$ cat src/rtl/arbitro_mante.sv
// Round-robin arbiter that time-shares one increment-on-enable register among
// N_REQ requesters: grant, load, capture the incremented value, acknowledge.
module arbitro_mante #(
    parameter int N_REQ = 4,
    parameter int WIDTH = 8,
    parameter int ID_W  = $clog2(N_REQ)
) (
    input  logic                   clk,
    input  logic                   reset,
    input  logic [N_REQ-1:0]       req,
    input  logic [N_REQ*WIDTH-1:0] req_data,
    output logic [N_REQ-1:0]       ack,
    output logic [WIDTH-1:0]       resp_data,
    output logic [ID_W-1:0]        grant_id,
    output logic                   busy,
    output logic [WIDTH-1:0]       reg_data_in,
    output logic                   reg_enable,
    input  logic [WIDTH-1:0]       reg_data_out
);

    typedef enum logic [1:0] {
        ST_IDLE,
        ST_LOAD,
        ST_WAIT,
        ST_DONE
    } state_t;

    state_t           state;
    logic [ID_W-1:0]  last_grant;
    logic [WIDTH-1:0] data_q;
    logic [WIDTH-1:0] req_arr [N_REQ];
    logic [ID_W-1:0]  winner;
    logic [ID_W-1:0]  rr_idx;
    logic             found;

    for (genvar i = 0; i < N_REQ; i++) begin : g_unpack
        assign req_arr[i] = req_data[i*WIDTH +: WIDTH];
    end

    // Search upward from last_grant+1 with wrap, so the last winner ranks lowest.
    always_comb begin
        winner = '0;
        found  = 1'b0;
        rr_idx = last_grant;
        for (int k = 0; k < N_REQ; k++) begin
            rr_idx = (rr_idx == ID_W'(N_REQ - 1)) ? '0 : rr_idx + 1'b1;
            if (!found && req[rr_idx]) begin
                winner = rr_idx;
                found  = 1'b1;
            end
        end
    end

    assign reg_data_in = data_q;

    always_ff @(posedge clk or negedge reset) begin
        if (!reset) begin
            state      <= ST_IDLE;
            ack        <= '0;
            resp_data  <= '0;
            grant_id   <= '0;
            data_q     <= '0;
            reg_enable <= 1'b0;
            busy       <= 1'b0;
            last_grant <= ID_W'(N_REQ - 1);
        end else begin
            ack <= '0;
            case (state)
                ST_IDLE: begin
                    if (found) begin
                        grant_id   <= winner;
                        data_q     <= req_arr[winner];
                        reg_enable <= 1'b1;
                        busy       <= 1'b1;
                        state      <= ST_LOAD;
                    end
                end
                ST_LOAD: begin
                    reg_enable <= 1'b0;
                    state      <= ST_WAIT;
                end
                ST_WAIT: begin
                    // Register was written at the end of LOAD; its output is valid now.
                    resp_data <= reg_data_out;
                    ack       <= {{(N_REQ-1){1'b0}}, 1'b1} << grant_id;
                    state     <= ST_DONE;
                end
                ST_DONE: begin
                    last_grant <= grant_id;
                    busy       <= 1'b0;
                    state      <= ST_IDLE;
                end
                default: begin
                    reg_enable <= 1'b0;
                    busy       <= 1'b0;
                    state      <= ST_IDLE;
                end
            endcase
        end
    end

endmodule

$ cat config.mk
export PLATFORM = sky130hd
export DESIGN_NAME = arbitro_mante
export DESIGN_NICKNAME = d
export VERILOG_FILES = /design/src/rtl/arbitro_mante.sv
export SDC_FILE = /design/constraint.sdc
export NUM_CORES = 1
export LEC_CHECK = 0
export BUFFER_PORTS_ARGS = -buffer_cell sky130_fd_sc_hd__buf_2
export CAP_MARGIN = 20
export CORE_ASPECT_RATIO = 1.75
export CORE_MARGIN = 4
export CORE_UTILIZATION = 25
export CTS_CLUSTER_DIAMETER = 150
export DETAILED_ROUTE_END_ITERATION = 8
export HOLD_SLACK_MARGIN = 0.02
export SLEW_MARGIN = 30
export SYNTH_ARGS = -nofsm -noshare
export SYNTH_HDL_FRONTEND = slang
export SYNTH_SLANG_ARGS = --single-unit
$ cat constraint.sdc
create_clock -name clk -period 3.09 [get_ports clk]
set_input_delay 0.618 -clock clk [delete_from_list [all_inputs] [get_ports clk]]
set_output_delay 0.618 -clock clk [all_outputs]
set_load 0.005 [all_outputs]
==> flow_metrics.env <==
export IMPL_outcome="finished clean"
export IMPL_global_route_wire_length_before_repair_um=7769
export IMPL_skew_ps=4.325
export IMPL_power_switching_fraction=0.4213
export IMPL_timing_max_cap_violations=0
export IMPL_post_route_drc_count=0
export IMPL_area_delta_synth_final_pct=25.22
export IMPL_dpl_cell_area_um2=2196
export IMPL_power_share_combinational=0.600
export IMPL_root_buffer="clkbuf_16"
export IMPL_htree_num_levels=1
export IMPL_sequential_cell_area_um2=703.2
export IMPL_most_instantiated_flip_flop_cell_in_the_synthesis_netlist="dfrtp_1"
export IMPL_mean_cell_area_of_the_mapped_netlist_um2=10.17
export IMPL_floorplan_die_height_um=120.9
export IMPL_final_antenna_diode_count=0
export IMPL_antenna_found_initial=0
export IMPL_cp_max_fo=16
export IMPL_fin_util=0.3277
export IMPL_core_region_area_um2=6957
export IMPL_grtUsageTotal=0.1110
export IMPL_numClockSinks=28
export IMPL_clkTransAtPathRegs_ps=70
export IMPL_netlist_area_um2=1820
export IMPL_pwr_share_seq=0.280
export IMPL_yosysWarningCount=0
export IMPL_drtIter0Drc=30
export IMPL_synth_enable_flop_cells=0
export IMPL_insertion_delay_ps=260
export IMPL_worst_ep_arrival_time_ps=2980
export IMPL_critPathKind="reg -> reg"
export IMPL_synth_seq_cells=28
export IMPL_critPathLaunchType="flip-flop"
export IMPL_synthCells=179
export IMPL_grtUsageMet1=0.1301
export IMPL_leakage_uw=0.001106
export IMPL_floorplan_die_width_um=72.51
export IMPL_max_slew_worst_pin_slew_ps=622.7
export IMPL_grt_met3_usage=0.006633
export IMPL_clockBufferDepth=2
export IMPL_final_clock_period_utilization_by_the_worst_path=0.9259
export IMPL_vias=1602
export IMPL_totalNegativeSetupSlack_ps=0
export IMPL_timing_slew_headroom=0.5849
export IMPL_share_of_yosys_cell_area_claimed_by_the_top_area_cell_type=0.3574
export IMPL_postRouteWirelength_um=4693
export IMPL_finalSetupViolCount=0
export IMPL_grt_util_met2=0.2026
export IMPL_power_switching_uw=1029
export IMPL_detail_route_first_pass_iterations=4
export IMPL_floorplan_initialDensity=0.2617
export IMPL_layout_cell_area_non_filler_um2=2280
export IMPL_routedWlPerCell_um=14.44
export IMPL_multi_input_comb_area_um2=1006
export IMPL_max_clock_freq_mhz=349.5
export IMPL_power_density_nw_per_um2=1071
export IMPL_number_of_buffers_added_to_fix_hold_violations_after_cts=0
export IMPL_synth_largest_area_cell="dfrtp_1"
export IMPL_final_period_minus_worst_setup_slack_ps=2861
export IMPL_via_per_inst=4.929
export IMPL_cp_data_required_time_ps=3210
export IMPL_grt_max_degree=29
export IMPL_layout_nets=294
export IMPL_grt_setup_unrepaired="false"
export IMPL_detailed_place_hpwl_um=3749
export IMPL_worstSetupEndpointType="flip-flop"
export IMPL_internal_power_uw=1413
export IMPL_globalRoute_totalOverflow=0
export IMPL_ir_worst_vdd_mv=0.4271
export IMPL_final_max_slew_viol_count=0
export IMPL_pin_count=70
export IMPL_drt_antenna_net_count=0
export IMPL_post_place_ws_ps=258.4
export IMPL_hold_path_class="in -> async"
export IMPL_timing_hold_violations_final=0
export IMPL_synth_area_top_cells="dfrtp_1, and3_1, mux2_2"
export IMPL_power_frac_clock=0.119
export IMPL_die_area_um2=8765
export IMPL_synth_cell_types=47
export IMPL_grt_pass1_vias=1648
export IMPL_tritoncts="done"
export IMPL_place_gp_congestion=0.8240
export IMPL_busiest_layer="met2"
export IMPL_cts_inserted_buffers=3
export IMPL_port_buffers=69
export IMPL_synth_nets=231
export IMPL_worst_slack_ps=229.0
export IMPL_synth_yosys_seq_area_share=0.3863
export IMPL_fillers=729
export IMPL_final_layout_size_suffix_gt1_frac=0.4149
export IMPL_synth_async_reset_ratio=1.000
export IMPL_placementRows=40
-- flip-flops by register name, indices dropped and copies added, names as in the netlist --
name and cells:
ack 4, busy 1, grant_id 2, last_grant 2, reg_data_in 8, reg_enable 1
resp_data 8, state 2
-- layout make-up --
| cell class | count | area share |
|---|---|---|
| clock buffer | 4 | 0.03458 |
| timing repair buffer | 71 | 0.1581 |
| multi-input combinational | 131 | 0.4413 |
| tap | 84 | 0.04610 |
| sequential | 28 | 0.3085 |
| inverter | 7 | 0.01153 |
-- layout by cell type (no fill, tap or decap), drive strengths merged, types with 2 or more instances in the layout --
master   synthesis  final
a2111oi          8      8
a221oi           9      9
mux2i            2      2
a2bb2oi          2      2
ha               6      6
nand2b           5      5
or2              2      2
inv              7      7
nor2b            4      4
a21oi            3      3
buf             10     71
o31ai            8      8
and3            19     19
nor2             4      4
dfrtp           26     26
o211ai           3      3
o21ai           10     10
mux2            10     10
nand2           21     21
dfstp            2      2
clkbuf           3      4
-- power by group through the flow --
| stage | clock [µW] | sequential, µW | combinational, µW |
|---|---|---|---|
| 6_report | 291 | 685 | 1470 |
| 5_1_grt | 316 | 717 | 1670 |
| 3_3_place_gp | 0 | 686 | 1450 |
| 2_1_floorplan | 0 | 671 | 1130 |
| 4_1_cts | 301 | 691 | 1470 |
| 3_5_place_dp | 0 | 696 | 1470 |
-- worst max-delay path, stage by stage (launching register included) --
cell and delay [ps]:
dfstp_2 690, ha_1 430, nand2b_2 280, a221oi_2 290, a311oi_4 100, buf_4 210, and3_1 180, a2111oi_0 420
o31ai_1 120
-- worst paths after layout --
check,from,to,cells past startpoint,slack (ps)
min reg2reg,reg_data_in[5]$_DFFE_PN0P_,reg_data_in[5]$_DFFE_PN0P_,2,480
min,reset,resp_data[3]$_DFFE_PN0P_,1,370
max,last_grant[0]$_DFFE_PN1P_,reg_data_in[2]$_DFFE_PN0P_,8,230
max reg2reg,last_grant[0]$_DFFE_PN1P_,reg_data_in[2]$_DFFE_PN0P_,8,230
max in group asynchronous,reset,reg_data_in[2]$_DFFE_PN0P_,1,2310
min in group clk,reg_data_in[5]$_DFFE_PN0P_,reg_data_in[5]$_DFFE_PN0P_,2,480
-- what timing repair did --
item / CTS / global route
resized for setup: 0 / 2
setup endpoints to repair: 0 / 2
setup buffers: 0 / 0
-- per-layer routing --
metal	vias to the layer above	wire (µm)
met4	0	124
met5	-	0
li1	802	-
met2	50	2462
met3	10	200
met1	740	1906
-- logic make-up (layout without fill, tap and decap cells) --
group                      Yosys count  in the layout  synth area share
and+or+nand+nor                     60             60            0.1821
AOI/OAI and AO/OA                   52             52            0.2488
DFF                                 28             28            0.3863
buffers and inverters               20             82           0.06392
muxes                               12             12           0.07285
adders and majority gates            6              6           0.04124
xor gates and xnor gates             1              1          0.004812
-- synth_stat cells, drive strengths merged (4+ instances only) --
cell     instances
a2111oi          8
ha               6
inv              7
and3            19
o21ai           10
nand2b           5
nor2             4
mux2            10
a221oi           9
nor2b            4
buf             10
o31ai            8
nand2           21
dfrtp           26
-- stage by stage --
step,total power [µW],cells,hold slack [ps]
after floorplan,1805,179,322.4
after global placement,2133,321,465.5
after detailed placement,2169,321,469.2
after CTS,2467,325,397.6
after global routing,2699,325,428.2
final,2442,325,372.1
Note: power is estimated with default switching activity, not from simulation.
